### src/rtl/roller_pkg.sv
// roller_pkg
//   Shared types and constants for the rand_roller display path.
//   - roller_state_e : roll FSM states (IDLE, ROLL)
//   - roller_mode_e  : deceleration profile latched at the start of a roll
//   - DEF_TAPS       : default Galois feedback mask for the 16-bit LFSR
//   - DEF_SEED       : default non-zero LFSR seed
package roller_pkg;

  typedef enum logic {
    IDLE = 1'b0,
    ROLL = 1'b1
  } roller_state_e;

  typedef enum logic {
    DEC_LINEAR = 1'b0,
    DEC_QUAD   = 1'b1
  } roller_mode_e;

  localparam logic [15:0] DEF_TAPS = 16'hB400;
  localparam logic [15:0] DEF_SEED = 16'hACE1;

endpackage

### src/rtl/lfsr_galois.sv
// lfsr_galois
//   Right-shifting Galois LFSR that advances every clock cycle.
//   Ports:
//     i_clk    in   clock
//     i_rst_n  in   asynchronous active-low reset, loads SEED
//     i_load   in   load i_seed instead of advancing this cycle
//     i_seed   in   [WIDTH] seed value; zero is replaced by SEED
//     o_state  out  [WIDTH] current register contents
module lfsr_galois
  import roller_pkg::*;
#(
  parameter int               WIDTH = 16,
  parameter logic [WIDTH-1:0] TAPS  = WIDTH'(DEF_TAPS),
  parameter logic [WIDTH-1:0] SEED  = WIDTH'(DEF_SEED)
) (
  input  logic             i_clk,
  input  logic             i_rst_n,
  input  logic             i_load,
  input  logic [WIDTH-1:0] i_seed,
  output logic [WIDTH-1:0] o_state
);

  logic [WIDTH-1:0] state_r;
  logic [WIDTH-1:0] state_w;

  // An all-zero state would lock the LFSR, so a zero seed falls back to SEED.
  always_comb begin
    state_w = state_r >> 1;
    if (i_load) begin
      state_w = (i_seed == '0) ? SEED : i_seed;
    end else if (state_r[0]) begin
      state_w = (state_r >> 1) ^ TAPS;
    end
  end

  always_ff @(posedge i_clk or negedge i_rst_n) begin
    if (!i_rst_n) begin
      state_r <= SEED;
    end else begin
      state_r <= state_w;
    end
  end

  assign o_state = state_r;

endmodule

### src/rtl/rand_roller.sv
// rand_roller
//   Slot-machine style roller: on start it shows STEPS pseudo-random values
//   whose update interval grows linearly or quadratically, then settles,
//   pulses o_done and pushes the final value into a small history.
//   Ports:
//     i_clk         in   clock
//     i_rst_n       in   asynchronous active-low reset
//     i_start       in   start / restart request (level, sampled each cycle)
//     i_stop        in   freeze the current roll at its displayed value
//     i_mode        in   0 = linear, 1 = quadratic deceleration
//     i_seed_load   in   load i_seed into the LFSR
//     i_seed        in   [LFSR_W] seed value
//     o_random_out  out  [WIDTH] displayed value
//     o_busy        out  roll in progress
//     o_done        out  one-cycle pulse after a roll ends
//     o_hist        out  [HIST_DEPTH*WIDTH] final results, slice 0 newest
module rand_roller
  import roller_pkg::*;
#(
  parameter int                WIDTH      = 4,
  parameter int                LFSR_W     = 16,
  parameter logic [LFSR_W-1:0] LFSR_TAPS  = LFSR_W'(DEF_TAPS),
  parameter logic [LFSR_W-1:0] SEED       = LFSR_W'(DEF_SEED),
  parameter int                STEPS      = 24,
  parameter int                BASE_DELAY = 1024,
  parameter int                HIST_DEPTH = 4
) (
  input  logic                        i_clk,
  input  logic                        i_rst_n,
  input  logic                        i_start,
  input  logic                        i_stop,
  input  logic                        i_mode,
  input  logic                        i_seed_load,
  input  logic [LFSR_W-1:0]           i_seed,
  output logic [WIDTH-1:0]            o_random_out,
  output logic                        o_busy,
  output logic                        o_done,
  output logic [HIST_DEPTH*WIDTH-1:0] o_hist
);

  localparam int CNT_W  = $clog2(BASE_DELAY * STEPS * STEPS + 1);
  localparam int STEP_W = $clog2(STEPS + 1);

  roller_state_e               state_r, state_w;
  roller_mode_e                mode_r, mode_w;
  logic [STEP_W-1:0]           step_r, step_w;
  logic [CNT_W-1:0]            wait_r, wait_w;
  logic [WIDTH-1:0]            value_r, value_w;
  logic                        done_pend_r, done_pend_w;
  logic                        done_r;
  logic [HIST_DEPTH*WIDTH-1:0] hist_r, hist_w;

  logic [LFSR_W-1:0] lfsr_state;
  logic [WIDTH-1:0]  sample_w;
  logic [CNT_W-1:0]  interval_w;
  logic              push_w;
  logic [WIDTH-1:0]  push_val_w;
  logic              unused_lfsr_hi;

  lfsr_galois #(
    .WIDTH (LFSR_W),
    .TAPS  (LFSR_TAPS),
    .SEED  (SEED)
  ) u_lfsr (
    .i_clk   (i_clk),
    .i_rst_n (i_rst_n),
    .i_load  (i_seed_load),
    .i_seed  (i_seed),
    .o_state (lfsr_state)
  );

  // Only the low bits are displayed; the upper bits just keep the sequence long.
  assign sample_w       = lfsr_state[WIDTH-1:0];
  assign unused_lfsr_hi = ^(lfsr_state >> WIDTH);

  // Cycles spent showing update number step_r before the next one.
  always_comb begin
    interval_w = CNT_W'(BASE_DELAY) * CNT_W'(step_r);
    if (mode_r == DEC_QUAD) begin
      interval_w = interval_w * CNT_W'(step_r);
    end
  end

  // Start (or restart) wins over stop; stop wins over a coincident update so
  // the frozen value is exactly what was on display.
  always_comb begin
    state_w     = state_r;
    mode_w      = mode_r;
    step_w      = step_r;
    wait_w      = wait_r;
    value_w     = value_r;
    done_pend_w = 1'b0;
    push_w      = 1'b0;
    push_val_w  = value_r;
    if (i_start) begin
      value_w = sample_w;
      step_w  = STEP_W'(1);
      wait_w  = '0;
      mode_w  = roller_mode_e'(i_mode);
      state_w = ROLL;
    end else if (state_r == ROLL) begin
      if (i_stop) begin
        state_w     = IDLE;
        done_pend_w = 1'b1;
        push_w      = 1'b1;
      end else if (wait_r == interval_w - CNT_W'(1)) begin
        value_w = sample_w;
        step_w  = step_r + STEP_W'(1);
        wait_w  = '0;
        if (step_r == STEP_W'(STEPS - 1)) begin
          state_w     = IDLE;
          done_pend_w = 1'b1;
          push_w      = 1'b1;
          push_val_w  = sample_w;
        end
      end else begin
        wait_w = wait_r + CNT_W'(1);
      end
    end
  end

  // History shift: older entries move up one slice, the oldest falls off.
  always_comb begin
    hist_w = hist_r;
    if (push_w) begin
      for (int i = HIST_DEPTH - 1; i > 0; i--) begin
        hist_w[i*WIDTH +: WIDTH] = hist_r[(i-1)*WIDTH +: WIDTH];
      end
      hist_w[0 +: WIDTH] = push_val_w;
    end
  end

  // done_pend_r marks the ending edge; o_done follows it one cycle later.
  always_ff @(posedge i_clk or negedge i_rst_n) begin
    if (!i_rst_n) begin
      state_r     <= IDLE;
      mode_r      <= DEC_LINEAR;
      step_r      <= '0;
      wait_r      <= '0;
      value_r     <= '0;
      done_pend_r <= 1'b0;
      done_r      <= 1'b0;
      hist_r      <= '0;
    end else begin
      state_r     <= state_w;
      mode_r      <= mode_w;
      step_r      <= step_w;
      wait_r      <= wait_w;
      value_r     <= value_w;
      done_pend_r <= done_pend_w;
      done_r      <= done_pend_r;
      hist_r      <= hist_w;
    end
  end

  assign o_random_out = value_r;
  assign o_busy       = (state_r == ROLL);
  assign o_done       = done_r;
  assign o_hist       = hist_r;

endmodule

### config.mk
export PLATFORM = sky130hd
export DESIGN_NAME = rand_roller
export DESIGN_NICKNAME = d
export VERILOG_FILES = /design/src/rtl/roller_pkg.sv /design/src/rtl/lfsr_galois.sv /design/src/rtl/rand_roller.sv
export SDC_FILE = /design/constraint.sdc
export NUM_CORES = 1
export LEC_CHECK = 0
export CAP_MARGIN = 20
export CORE_MARGIN = 2
export CORE_UTILIZATION = 55
export CTS_BUF_LIST = sky130_fd_sc_hd__clkbuf_8
export CTS_CLUSTER_SIZE = 20
export DETAILED_ROUTE_END_ITERATION = 16
export GPL_TIMING_DRIVEN = 0
export PLACE_DENSITY = 0.86
export SLEW_MARGIN = 20
export SYNTH_ARGS = -nofsm -noshare
export SYNTH_HDL_FRONTEND = slang
export SYNTH_SLANG_ARGS = --single-unit
### constraint.sdc
create_clock -name i_clk -period 6.8 [get_ports i_clk]
set_input_delay 1.36 -clock i_clk [delete_from_list [all_inputs] [get_ports i_clk]]
set_output_delay 1.36 -clock i_clk [all_outputs]
set_load 0.005 [all_outputs]
==> out/results.txt <==
Postcts setup bufs - 0
CP Launch Type - flop
Net Sw Frac - 0.240
Full die area - 0.00746 mm²
PwrDens - 243 mW/mm²
Max Buffers Root-to-Sink - 2
Inserted Clock Buffers - 9
Total routed wirelength - 7960 µm
Die Ht - 86.4 µm
Syn Nets - 397
Layout cells sized above 1 - 0.178
Clock Pin Slew Worst Setup and Hold Paths - 0.08 ns
Critical Path Start - step_r[3]$_DFFE_PN0P_
Horiz. Die Dim - 86.4 µm
Sequential Power Share - 0.443
CP Data Required Time - 7.03 ns
Number of enable flip-flop cells after synthesis - 0
CTS tree - built
Unrepaired setup endpoints after global routing - false
Cell row count - 30
Synth Warn # - 0
Syn-to-layout area delta - 20.9%
Slew Limit Fails - 0
Hold wc startpoint - done_pend_r$_DFF_PN0_
Pin count of the biggest net entering global routing - 61
Total Neg Setup Slack - 0 ns
Cells after DPL - 480
Pre-CTS setup slack - 1.18 ns
H-tree levels - 3
Port Buffer Count - 41
Synthesis-stage register bit count - 65
Setup slack, reg-to-reg - 1.15 ns
Worst-Margin Slew - 0.586 ns
Root Buffer Master - clkbuf_8
CTS Hold Bufs - 0
Hold EP - o_done$_DFF_PN0_
Ys flop type - dfrtp_1
Mapped Cells - 358
Starting Density - 0.559
Initial antenna violation count - 0
Fin util - 0.675
Reg-to-reg endpoint - o_random_out[2]$_DFFE_PN0P_
Setup ws final - 1.15 ns
Sequential area share after synthesis - 0.438
VDD IR-drop max - 222 µV
Total grt overflow - 0
Via density - 5.67
Async S/R FF share, synth - 1.00
Hold Crit Class - flop to flop
Via count - 2,813
Crit Reg-Reg Startpoint - step_r[3]$_DFFE_PN0P_
First-pass GRT wire length - 13,100 µm
Final setup fails - 0
Tmin final - 5.65 ns
Core area - 0.00668 mm²
HPWL Detailed - 5670 µm
Syn_area_per_cell - 10.4 µm²
Status - completed
Power share of the combinational group - 0.195
Distinct cell type count after synthesis - 51
Post-route ant nets - 0
Layout Nets - 450
Sink Count - 65
Max_cap viols - 0
Worst EP arrival - 5.88 ns
Resized cells post-CTS - 0
Cells on Worst Hold Path - 0
Rel. slew slack - 0.606
Clock Latency Late Sink - 0.35 ns
Highest clock rate - 177 MHz
Clock skew - 0.0103 ns
Routability Congestion - 0.797
Vias in the first global route - 2,788
Pleak - 1.97 nW
Crit Path Max Fanout - 10
Cell internal pwr - 0.000831 W
Fin cells - 496
Worst Setup End Kind - flop
Worst setup path class - flop to flop
Final period util - 0.831
Post-route DRC - 0
Commonest cells after routing, fill and taps aside - dfrtp_1, clkdlybuf4s50_1, nor2_1
Clock share of power - 0.363
I/O pin count - 44
# diodes - 0
Most common cell after layout, fill and taps aside - dfrtp_1
GRT Overall Usage - 0.227
Final Hold Viols - 0
Mapped cell area - 0.00373 mm²
Sw power - 0.000263 W
Drt first pass iters - 4
Wire per inst - 16.0 µm
Iter 0 DRT Violations - 103
Reg2Reg Depth - 18
critical path: stages (launching register included):
cell and delay, ns:
dfrtp_1 0.39, clkbuf_1 0.35, nand2_1 0.15, fa_1 0.51, inv_1 0.05, fa_1 0.45
ha_1 0.30, a31o_2 0.23, ha_1 0.32, o21ai_0 0.12, nor2_1 0.20, nor4_1 0.08
nor4_1 0.55, nand3_1 0.17, xnor2_1 0.48, nand2_1 0.32, o21bai_2 0.27, buf_4 0.23
mux2_2 0.35
flip-flops by register name, summed over array words and instances (netlist names):
| name | cells |
|---|---|
| mode_r | 1 |
| step_r | 5 |
| o_hist | 16 |
| wait_r | 20 |
| o_random_out | 4 |
| u_lfsr.o_state | 16 |
| o_done | 1 |
| done_pend_r | 1 |
| o_busy | 1 |
through the flow:
stage	hold WS, ns	total power (W)	cell area (µm²)
3_5_place_dp	0.335	0.000703	4270
6_report	0.351	0.00109	4510
2_1_floorplan	0.331	0.000567	3730
3_3_place_gp	0.336	0.000691	4240
5_1_grt	0.356	0.00114	4510
4_1_cts	0.352	0.00110	4510
power by group through the flow:
stage	clock, W	combinational [W]	sequential, W
final	0.000397	0.000213	0.000485
after global routing	0.000423	0.000230	0.000491
after CTS	0.000404	0.000216	0.000484
after detailed placement	0	0.000212	0.000490
after global placement	0	0.000204	0.000487
after floorplan	0	0.0000797	0.000487
how the worst max path moves through the flow:
stage,cells past startpoint,endpoint
2_1_floorplan,18,o_hist[10]$_DFFE_PN0P_
3_3_place_gp,18,o_random_out[2]$_DFFE_PN0P_
3_5_place_dp,18,o_random_out[1]$_DFFE_PN0P_
4_1_cts,18,o_random_out[2]$_DFFE_PN0P_
5_1_grt,18,o_random_out[2]$_DFFE_PN0P_
6_report,18,o_random_out[2]$_DFFE_PN0P_
cell usage after synthesis, types with 4 or more instances:
| cell type | number | share of area |
|---|---|---|
| ha_1 | 14 | 0.047 |
| dfrtp_1 | 57 | 0.38 |
| o22a_1 | 8 | 0.019 |
| xnor2_1 | 22 | 0.052 |
| nand3_1 | 9 | 0.012 |
| a21oi_1 | 4 | 0.0054 |
| nor2b_1 | 8 | 0.013 |
| and3_1 | 6 | 0.010 |
| inv_1 | 9 | 0.0091 |
| nor3_1 | 7 | 0.0094 |
| buf_2 | 4 | 0.0054 |
| mux2_2 | 34 | 0.10 |
| and2_1 | 5 | 0.0084 |
| nor4_1 | 9 | 0.015 |
| xor2_1 | 19 | 0.045 |
| nand2b_1 | 5 | 0.0084 |
| dfstp_2 | 8 | 0.056 |
| nand2_1 | 33 | 0.033 |
| nor2_1 | 35 | 0.035 |
| clkbuf_1 | 9 | 0.0091 |
| o21ai_0 | 9 | 0.012 |
per-layer routing:
| metal | track usage | vias to the layer above | part of all wire |
|---|---|---|---|
| li1 | - | 1357 | - |
| met4 | 0.0810 | 0 | 0.0085 |
| met3 | 0.0657 | 7 | 0.041 |
| met1 | 0.286 | 1378 | 0.45 |
| met5 | 0 | - | 0 |
| met2 | 0.374 | 71 | 0.50 |
area by class of cell:
type	count	area, µm²
well taps	80	100
multi-input cells	267	1970
repair buffers	42	435
clock buffers	9	124
flip-flops and latches	65	1640
fillers	494	2170
plain buffers	16	83.8
inverters	10	37.5
clock inverters	7	119
logic make-up after synthesis:
kind of cell | after synthesis | synth area share
compound gates | 38 | 0.0744
xor+xnor | 41 | 0.0962
fa+ha+maj | 17 | 0.0630
buf+inv | 26 | 0.0325
flops | 65 | 0.438
mux | 36 | 0.108
simple gates | 135 | 0.187
No activity file was read; power rests on OpenSTA's default activity.
